`src/rtl/input_conditioner.sv`:
```
`default_nettype none
// ============================================================================
// Module   : input_conditioner
// Purpose  : Multi-channel push-button / switch front end. Each raw pin is
//            brought into the clock domain by a SYNC_STAGES-deep synchroniser,
//            debounced with a stability counter and turned into a clean level
//            plus single-cycle press and release pulses. With the
//            INPUT_COND_REPEAT_EN macro defined, a per-channel IDLE/DELAY/REPEAT
//            state machine also produces hold-to-repeat pulses; without it
//            repeat_pulse is tied low.
// Ports    : clock         - system clock, rising edge
//            reset         - asynchronous, active-high, clears all state
//            raw_in        - [CHANNELS] asynchronous raw pins
//            level_out     - [CHANNELS] debounced level, 1 = pressed
//            press_pulse   - [CHANNELS] one cycle on accepted press
//            release_pulse - [CHANNELS] one cycle on accepted release
//            repeat_pulse  - [CHANNELS] one cycle per auto-repeat event
// Macro    : INPUT_COND_REPEAT_EN - builds the auto-repeat logic
// Revision : 1.0 - initial release
// ============================================================================
module input_conditioner #(
  parameter int CHANNELS        = 4,
  parameter int SYNC_STAGES     = 2,
  parameter int DEBOUNCE_CYCLES = 1000000,
  parameter int ACTIVE_LOW      = 1,
  parameter int REPEAT_DELAY    = 25000000,
  parameter int REPEAT_PERIOD   = 5000000
) (
  input  logic                clock,
  input  logic                reset,
  input  logic [CHANNELS-1:0] raw_in,
  output logic [CHANNELS-1:0] level_out,
  output logic [CHANNELS-1:0] press_pulse,
  output logic [CHANNELS-1:0] release_pulse,
  output logic [CHANNELS-1:0] repeat_pulse
);

  // Pin level meaning "not pressed"; the synchroniser resets to it so that
  // leaving reset never looks like a press.
  localparam logic C_RELEASED = (ACTIVE_LOW != 0);

  localparam int         DEB_W       = $clog2(DEBOUNCE_CYCLES);
  localparam logic [DEB_W-1:0] C_DEB_LAST = DEB_W'(DEBOUNCE_CYCLES - 1);

`ifdef INPUT_COND_REPEAT_EN
  localparam int RPT_MAX = (REPEAT_DELAY > REPEAT_PERIOD) ? REPEAT_DELAY : REPEAT_PERIOD;
  localparam int RPT_W   = $clog2(RPT_MAX);
  localparam logic [RPT_W-1:0] C_DELAY_LAST  = RPT_W'(REPEAT_DELAY - 1);
  localparam logic [RPT_W-1:0] C_PERIOD_LAST = RPT_W'(REPEAT_PERIOD - 1);

  typedef enum logic [1:0] {
    RPT_IDLE   = 2'd0,
    RPT_DELAY  = 2'd1,
    RPT_REPEAT = 2'd2
  } rpt_state_t;
`endif

  for (genvar g = 0; g < CHANNELS; g++) begin : g_ch

    // ------------------------------------------------------------------
    // Synchroniser chain
    // ------------------------------------------------------------------
    logic [SYNC_STAGES-1:0] sync_q;

    always_ff @(posedge clock or posedge reset) begin
      if (reset) begin
        sync_q <= {SYNC_STAGES{C_RELEASED}};
      end else begin
        sync_q <= {sync_q[SYNC_STAGES-2:0], raw_in[g]};
      end
    end

    logic pressed_sync;
    assign pressed_sync = sync_q[SYNC_STAGES-1] ^ C_RELEASED;

    // ------------------------------------------------------------------
    // Debounce: the counter measures how long the synchronised input has
    // disagreed with the accepted level; a single agreeing cycle restarts it.
    // ------------------------------------------------------------------
    logic [DEB_W-1:0] deb_cnt_q, deb_cnt_d;
    logic             level_q,   level_d;
    logic             press_q,   press_d;
    logic             release_q, release_d;

    always_comb begin
      deb_cnt_d = deb_cnt_q;
      level_d   = level_q;
      press_d   = 1'b0;
      release_d = 1'b0;
      if (pressed_sync == level_q) begin
        deb_cnt_d = '0;
      end else if (deb_cnt_q == C_DEB_LAST) begin
        level_d   = ~level_q;
        deb_cnt_d = '0;
        press_d   = ~level_q;
        release_d = level_q;
      end else begin
        deb_cnt_d = deb_cnt_q + 1'b1;
      end
    end

    always_ff @(posedge clock or posedge reset) begin
      if (reset) begin
        deb_cnt_q <= '0;
        level_q   <= 1'b0;
        press_q   <= 1'b0;
        release_q <= 1'b0;
      end else begin
        deb_cnt_q <= deb_cnt_d;
        level_q   <= level_d;
        press_q   <= press_d;
        release_q <= release_d;
      end
    end

    assign level_out[g]     = level_q;
    assign press_pulse[g]   = press_q;
    assign release_pulse[g] = release_q;

`ifdef INPUT_COND_REPEAT_EN
    // ------------------------------------------------------------------
    // Auto-repeat. The state machine is armed in the press_pulse cycle, so
    // the count starts the cycle after it; the pulse is decoded from the
    // registered count and level so the first repeat lands exactly
    // REPEAT_DELAY cycles after press_pulse. A dropped level suppresses the
    // pulse immediately and returns to IDLE on the next edge.
    // ------------------------------------------------------------------
    rpt_state_t       rpt_state_q, rpt_state_d;
    logic [RPT_W-1:0] rpt_cnt_q,   rpt_cnt_d;
    logic             rpt_pulse;

    always_comb begin
      rpt_state_d = rpt_state_q;
      rpt_cnt_d   = rpt_cnt_q;
      rpt_pulse   = 1'b0;
      case (rpt_state_q)
        RPT_IDLE: begin
          if (press_q) begin
            rpt_state_d = RPT_DELAY;
            rpt_cnt_d   = '0;
          end
        end
        RPT_DELAY: begin
          if (!level_q) begin
            rpt_state_d = RPT_IDLE;
            rpt_cnt_d   = '0;
          end else if (rpt_cnt_q == C_DELAY_LAST) begin
            rpt_pulse   = 1'b1;
            rpt_state_d = RPT_REPEAT;
            rpt_cnt_d   = '0;
          end else begin
            rpt_cnt_d   = rpt_cnt_q + 1'b1;
          end
        end
        RPT_REPEAT: begin
          if (!level_q) begin
            rpt_state_d = RPT_IDLE;
            rpt_cnt_d   = '0;
          end else if (rpt_cnt_q == C_PERIOD_LAST) begin
            rpt_pulse   = 1'b1;
            rpt_cnt_d   = '0;
          end else begin
            rpt_cnt_d   = rpt_cnt_q + 1'b1;
          end
        end
        default: begin
          rpt_state_d = RPT_IDLE;
          rpt_cnt_d   = '0;
        end
      endcase
    end

    always_ff @(posedge clock or posedge reset) begin
      if (reset) begin
        rpt_state_q <= RPT_IDLE;
        rpt_cnt_q   <= '0;
      end else begin
        rpt_state_q <= rpt_state_d;
        rpt_cnt_q   <= rpt_cnt_d;
      end
    end

    assign repeat_pulse[g] = rpt_pulse;
`else
    assign repeat_pulse[g] = 1'b0;
`endif

  end : g_ch

endmodule
`default_nettype wire

```
`config.mk`:
```
export PLATFORM = sky130hd
export DESIGN_NAME = input_conditioner
export DESIGN_NICKNAME = d
export VERILOG_FILES = /design/src/rtl/input_conditioner.sv
export SDC_FILE = /design/constraint.sdc
export NUM_CORES = 1
export LEC_CHECK = 0
export BUFFER_PORTS_ARGS = -buffer_cell sky130_fd_sc_hd__buf_2
export CORE_MARGIN = 5
export CORE_UTILIZATION = 35
export CTS_BUF_LIST = sky130_fd_sc_hd__clkbuf_8
export DETAILED_ROUTE_END_ITERATION = 10
export SYNTH_ARGS = -nofsm -noshare
export SYNTH_HDL_FRONTEND = slang
export SYNTH_SLANG_ARGS = --single-unit
```
`constraint.sdc`:
```
create_clock -name clock -period 4.34 [get_ports clock]
set_input_delay 0.868 -clock clock [delete_from_list [all_inputs] [get_ports clock]]
set_output_delay 0.868 -clock clock [all_outputs]
set_load 0.01 [all_outputs]
```
# == Word-level counts from Yosys, hierarchy flattened ==
# Cells that the tools add are included.
# totals
wordCells,72
out_inout_bits,16
input_bits,6
register_bits,100
# classes
n_addsub,4
n_reduce_logical,4
n_bitwise,12
muxes,24
eq_ne,8
# op_table
cell,count
20-bit two-way mux,8
"20-bit by 1-bit adder with 20-bit output, second input constant",4
"20-bit == test, second input constant",4
1-bit two-way mux,16
1-bit inverter,12
2-bit AND reduction,4
1-bit == test,4

# == Logic depth before layout (Yosys ltp) ==
# Gate-level depths: netlist of run 1.
# logic_depth
word_depth,4
ltp_mapped,6
depth_no_buf,5

# == Worst setup path before layout of run 1 ==
# OpenSTA, ideal clock, no wires.
# synth_timing
kind,register to register
from,reg g_ch[2].deb_cnt_q[8]
to,reg g_ch[2].deb_cnt_q[15]
period_less_slack_ps,2001
path_stages_with_launch,6
n_path_buf,1
arrival_time_ps,1872
slack_ps,2339
setup_time_ps,130
required_ps,4210
path_cell_list,dfrtp_1 > or4b_2 > or4_1 > o21ai_1 > buf_4 > a21oi_1
# synth_between
elab_chain_cells,3
elab_cells_between_ends,4
classes_between,1 x add/sub; 1 x eq/ne; 2 x mux
# synth_lines
item,line_no,source
start: declaration,80,"logic [DEB_W-1:0] deb_cnt_q, deb_cnt_d;"
start signal: assignment,109,deb_cnt_q <= deb_cnt_d;
20-bit by 1-bit adder with 20-bit output or 20-bit == test (tied branches),"98, 92",
20-bit two-way mux *,92,end else if (deb_cnt_q == C_DEB_LAST) begin
20-bit two-way mux *,90,if (pressed_sync == level_q) begin
via g_ch[2].deb_cnt_d[15],80,
# Mark *: on every way through the listed nets, which the timed path passes. The rest lies on a longest branch.
# A chain may end at the register's enable or synchronous reset.

# == Worst setup path after layout of run 1 ==
# layout_timing
from,reg g_ch[2].deb_cnt_q[12]
to,reg g_ch[2].deb_cnt_q[11]
# layout_between
elab_chain_cells,3
# layout_lines
item,line_no
20-bit == test,92
20-bit two-way mux,92
20-bit two-way mux,90
via g_ch[2].deb_cnt_d[11],80
# The timed path passes the listed nets, and every way through them passes these cells.

==> results.cfg, run 1 <==
[yosys]
synth_cells = 482
synth_cell_types = 37
synth_seq_cells = 100
syn_area_per_cell_um2 = 9.90
seq_area_frac_synth = 0.527
synth_warnings = 0
synth_area_um2 = 4770

[power_and_ir_drop]
p_comb_frac = 0.034
peakVddDrop_v = 0.000179
sw_frac_of_total = 0.234
intPower_uw = 1230
power_frac_seq = 0.599
static-leakage-power_uw = 0.00205
clkPwrFrac = 0.367
power.switching_uw = 375
powerDensity_nw_per_um2 = 312

[min_path]
min_path_type = register to register
min_to = g_ch[2].sync_q[1]
hp-start = g_ch[2].sync_q[0]
min_path_cells = 0

[floorplan]
num_rows = 42
io_pins = 22
initial_core_util = 0.359
die_h_um = 127
die_w_um = 127
core_um2 = 13300
dieArea_um2 = 16100

[cts]
cts_sinks = 100
htreeDepth = 3
cts_buffer_depth = 2
post_cts_buffers = 0
cts_tree = built
post_cts_resized = 0
hold_buffers = 0
path_clk_slew_ps = 90
clockRootBuffer = clkbuf_8
cts_inserted_buffers = 9
clk_latency_ps = 370

[final_layout]
seq_area_um2 = 2510
n_fill_cell = 1307
area_growth_pct = 7.66
multi_input_area_um2 = 2040
antenna_cells = 0
fin_nets = 498
drive_above_1_share = 0.108
stdcell_count = 669

[setup_path]
r2r-end = g_ch[2].deb_cnt_q[11]
endpoint_kind = register
r2r_start = g_ch[2].deb_cnt_q[12]
reg2regPathDepth = 5
rrSetupSlack_ps = 2170
worstSetupPathType = register to register
max_stage_delay_ps = 600
cp_data_arrival_time_ps = 2420
crit_chain = or4_1 > or4_1 > o21ai_1 > buf_4 > nor2_1
cp_max_fo = 20
crit_slowest_cell = or4_1
critical_path.most_common_cell = or4_1
critPathRequiredTime_ps = 4590
start_kind = register

[grt]
grt_antenna_before_repair = 0
grt_pass1_vias = 3410
track_usage = 0.118
grt_start_max_net_pins = 84
grt_first_pass_wirelength_mm = 15.8
overflow = 0

[route]
dr.first_iter.drc_count = 305
routed_wl_mm = 8.86
drc = 0
wl_per_cell_um = 13.2
vias = 3432
firstDrtPassIters = 4
postRouteAntennaNets = 0
vias_per_cell = 5.13

[placement]
io_buffers = 17
post-place-cells = 653
dpl.hpwl_mm = 6.09
gp_congestion = 0.755
dp_slack_ps = 2180

[sta]
clock_skew_ps = 11.0
relSlewSlack = 0.343
setup_viol_count_final = 0
layout_setup_ws_ps = 2170
hold_violations = 0
max_freq_ghz = 0.461
fin_setup_tns_ps = 0
post-route-min-period_ps = 2170
finalCritPeriodShare = 0.500
worst_pin_slew_ps = 985
rsz0062_at_grt = no
slew_violations = 0

[job]
drv_cap = 0

[outcome]
status = finished clean
## area by class of cell
class / count / area share
sequential: 100 / 0.489
tap: 176 / 0.0429
clock inverter: 7 / 0.0129
clock buffer: 9 / 0.0241
timing repair buffer: 22 / 0.0239
multi-input combinational: 342 / 0.397
inverter: 13 / 0.00999
## power by group through the flow
stage | sequential [uW] | clock (uW) | combinational [uW]
5_1_grt | 962 | 651 | 64.9
6_report | 960 | 587 | 54.4
4_1_cts | 960 | 619 | 57.1
2_1_floorplan | 975 | 0 | 42.4
3_3_place_gp | 977 | 0 | 55.7
3_5_place_dp | 978 | 0 | 56.8
## per-stage QoR
stage	hold WS [ps]	total power (uW)	util	instance area, um2
after CTS	363	1640	0.386	5140
after global routing	367	1680	0.386	5140
after floorplan	345	1020	-	4780
after detailed placement	347	1030	0.372	4950
final	362	1600	0.386	5140
after global placement	348	1030	0.372	4950
## synthesized netlist by cell type, drive strengths merged
cell type	number	area [um2]
dfrtp	92	2300
nor2	58	218
nand2	30	113
xnor2	30	263
nand3	29	163
a21oi	25	125
o21ai	23	115
xor2	21	184
buf	19	140
or4	19	143
nand4	17	106
or3	15	93.8
inv	13	48.8
o31ai	13	97.6
and3	12	75.1
nor3	12	60.1
clkbuf	11	41.3
nor4	11	68.8
dfstp	8	210
ha	4	50.1
and2	3	18.8
and4	3	26.3
and3b	2	17.5
nor4b	2	17.5
or2	2	12.5
a31o	1	8.76
conb	1	3.75
nand2b	1	6.26
nand4b	1	8.76
nor2b	1	6.26
nor3b	1	7.51
nor4bb	1	10.0
or4b	1	10.0
## per-layer routing
| layer | up-vias | track usage | part of all wire |
|---|---|---|---|
| met5 | - | 0 | 0 |
| li1 | 1700 | - | - |
| met2 | 44 | 0.186 | 0.46 |
| met1 | 1680 | 0.156 | 0.49 |
| met3 | 8 | 0.0345 | 0.040 |
| met4 | 0 | 0.0404 | 0.012 |
## critical path: cells and delay by family, from the launching register on
family,cells,cell delay (ps)
compound gates,1,160
buf+inv,1,260
flops,1,420
simple gates,3,1210
## worst max path at each step
stage          cells after the start             startpoint  slack [ps]                    end
2_1_floorplan                      1                  reset         870   g_ch[0].deb_cnt_q[0]
3_3_place_gp                       5  g_ch[2].deb_cnt_q[12]        2220  g_ch[2].deb_cnt_q[11]
3_5_place_dp                       5  g_ch[2].deb_cnt_q[12]        2180   g_ch[2].deb_cnt_q[4]
4_1_cts                            5  g_ch[2].deb_cnt_q[12]        2160  g_ch[2].deb_cnt_q[11]
5_1_grt                            5  g_ch[1].deb_cnt_q[12]        1920   g_ch[1].deb_cnt_q[7]
6_report                           5  g_ch[2].deb_cnt_q[12]        2170  g_ch[2].deb_cnt_q[11]
## sequential cells by signal, summed over array words and instances (netlist names)
name / count
g_ch.deb_cnt_q: 80
g_ch.level_q: 4
g_ch.release_q: 4
g_ch.sync_q: 8
g_ch.press_q: 4
## layout by cell type, fill, tap and decap left out, types with 2 or more instances in the layout
cell type	netlist	routed
and4_1	3	3
and3b_1	2	2
xor2_1	21	21
buf_2	1	17
o21ai_0	19	19
nor3_1	12	12
dfstp_2	8	8
o31ai_1	13	13
or3_1	15	15
dfrtp_1	92	92
or2_2	2	2
nor4_1	11	11
clkbuf_8	0	9
buf_4	18	5
ha_1	4	4
nand3_1	27	27
clkinv_2	0	4
and2_1	3	3
or4_1	19	19
nor2_1	58	58
nand4_1	17	17
inv_1	13	12
xnor2_1	30	30
nand2_1	30	30
and3_1	12	12
nor4b_1	2	2
a21oi_1	25	25
o21ai_1	4	4
conb_1	1	4
## kinds of logic (layout without fill, tap and decap cells)
kind of cell | count (synthesis) | in the layout | synth area share
buffers and inverters | 43 | 51 | 0.0483
flip-flops | 100 | 100 | 0.527
adder cells (fa/ha/maj) | 4 | 4 | 0.0105
other | 1 | 4 | 0.000786
AO/OA/AOI/OAI | 62 | 62 | 0.0726
AND/OR/NAND/NOR | 221 | 221 | 0.248
XOR/XNOR | 51 | 51 | 0.0936
Note: power is estimated with default switching activity, not from simulation.
==> run 2, diff against run 1 <==
clock period = 2.1 ns   (was 4.34 ns; I/O delays follow)
==> results.cfg, run 2 (synthesized netlist as in run 1, its figures left out) <==
[sta]
rsz0062_at_grt = yes
layout_setup_ws_ps = 113
fin_setup_tns_ps = 0
finalCritPeriodShare = 0.946
hold_violations = 0
clock_skew_ps = 14.1
slew_violations = 0
setup_viol_count_final = 0
max_freq_ghz = 0.503
post-route-min-period_ps = 1990

[placement]
gp_congestion = 0.832
dpl.hpwl_mm = 6.24
io_buffers = 17
post-place-cells = 669
dp_slack_ps = 39.5

[floorplan]
core_um2 = 13300
die_h_um = 127
io_pins = 22
die_w_um = 127
num_rows = 42
dieArea_um2 = 16100
initial_core_util = 0.359

[setup_path]
start_kind = register
crit_family = simple AND/OR/NAND/NOR gates
cp_data_arrival_time_ps = 2290
crit_slowest_cell = or4_4
path_buf_inv = 0
worstSetupPathType = register to register
critPathRequiredTime_ps = 2410
endpoint_kind = register
cp_max_fo = 8
max_stage_delay_ps = 590
crit_chain = ha_2 > nand2_1 > or4_4 > or4_1 > a21oi_1

[cts]
cts_buffer_depth = 2
clk_latency_ps = 370
clockRootBuffer = clkbuf_8
path_clk_slew_ps = 100
cts_tree = built
htreeDepth = 3
cts_sinks = 100
cts_inserted_buffers = 9
post_cts_buffers = 0

[final_layout]
stdcell_count = 686
antenna_cells = 0
n_fill_cell = 1305
area_growth_pct = 11.8
reg.largest.list = g_ch.deb_cnt_q (80), g_ch.sync_q (8)
layout_commonest_cell = dfrtp_1
seq_area_um2 = 2510
utilization = 0.401
drive_above_1_share = 0.145
fin_nets = 515
multi_input_area_um2 = 2080
layout.cells.most_common_list = dfrtp_1 (92), nor2_1 (58), nand2_1 (30), xnor2_1 (30), nand3_1 (27)
largest_reg_flops = 80
top_register = g_ch.deb_cnt_q

[job]
drv_cap = 0

[route]
drc = 0
dr.first_iter.drc_count = 265
postRouteAntennaNets = 0
vias_per_cell = 5.06
wl_per_cell_um = 13.2
firstDrtPassIters = 4
vias = 3474
routed_wl_mm = 9.04

[min_path]
min_path_type = primary input to register

[power_and_ir_drop]
static-leakage-power_uw = 0.00215
powerDensity_nw_per_um2 = 617
peakVddDrop_v = 0.000288

[grt]
grt_start_max_net_pins = 50
grt_pass1_vias = 3442
grt_first_pass_wirelength_mm = 16.0
grt_antenna_before_repair = 0
overflow = 0
track_usage = 0.121

[outcome]
status = finished clean
==> run 2: path summary, 6_finish.rpt <==
kind	start	end	slack, ps	cells after the start
setup / recovery	g_ch[2].deb_cnt_q[0]	g_ch[2].deb_cnt_q[18]	110	5
hold / removal	raw_in[2]	g_ch[2].sync_q[0]	140	1
setup reg to reg	g_ch[2].deb_cnt_q[0]	g_ch[2].deb_cnt_q[18]	110	5
hold reg to reg	g_ch[0].sync_q[0]	g_ch[0].sync_q[1]	360	0
max in group asynchronous	reset	g_ch[0].sync_q[1]	900	4
min in group asynchronous	reset	g_ch[3].deb_cnt_q[6]	570	3
==> run 2: cell type report <==
cell class                      count  area share
Clock buffer                       12      0.0310
Sequential cell                   100       0.471
Multi-Input combinational cell    342       0.389
Tap cell                          176      0.0413
Clock inverter                      4     0.00446
Inverter                           13     0.00985
Timing Repair Buffer               39      0.0535
==> run 2: what timing repair did <==
| action | CTS | global route |
|---|---|---|
| hold buffers | 1 | 0 |
| gates resized for setup | 0 | 11 |
| setup endpoints to repair | 0 | 21 |
| hold endpoints to repair | 1 | 0 |
==> run 2: power by group <==
part | leakage (uW) | switching [uW] | internal, uW | total, uW
sequential | 0.00136 | 26.6 | 1960 | 1980
clock | 0.000102 | 651 | 525 | 1180
combinational | 0.000690 | 86.4 | 45.2 | 132
==> run 2: per-layer routing <==
layer,vias to the layer above,track usage,wire length [um]
met5,-,0,0
met4,0,0.0290,78
met3,6,0.0429,431
met2,50,0.201,4310
met1,1692,0.152,4220
li1,1726,-,-
==> run 2: metrics by stage <==
step           hold slack (ps)  cell area (um2)  total power [uW]
2_1_floorplan              345             4790              2100
3_3_place_gp               346             5090              2150
3_5_place_dp               347             5090              2150
4_1_cts                    115             5290              3360
5_1_grt                    104             5340              3450
6_report                   145             5340              3290
==> run 2: worst register-to-register path, cell delays in order (launching register included) <==
cell and delay, ps:
dfrtp_1 390, ha_2 210, nand2_1 100, or4_4 590, or4_1 490, a21oi_1 150
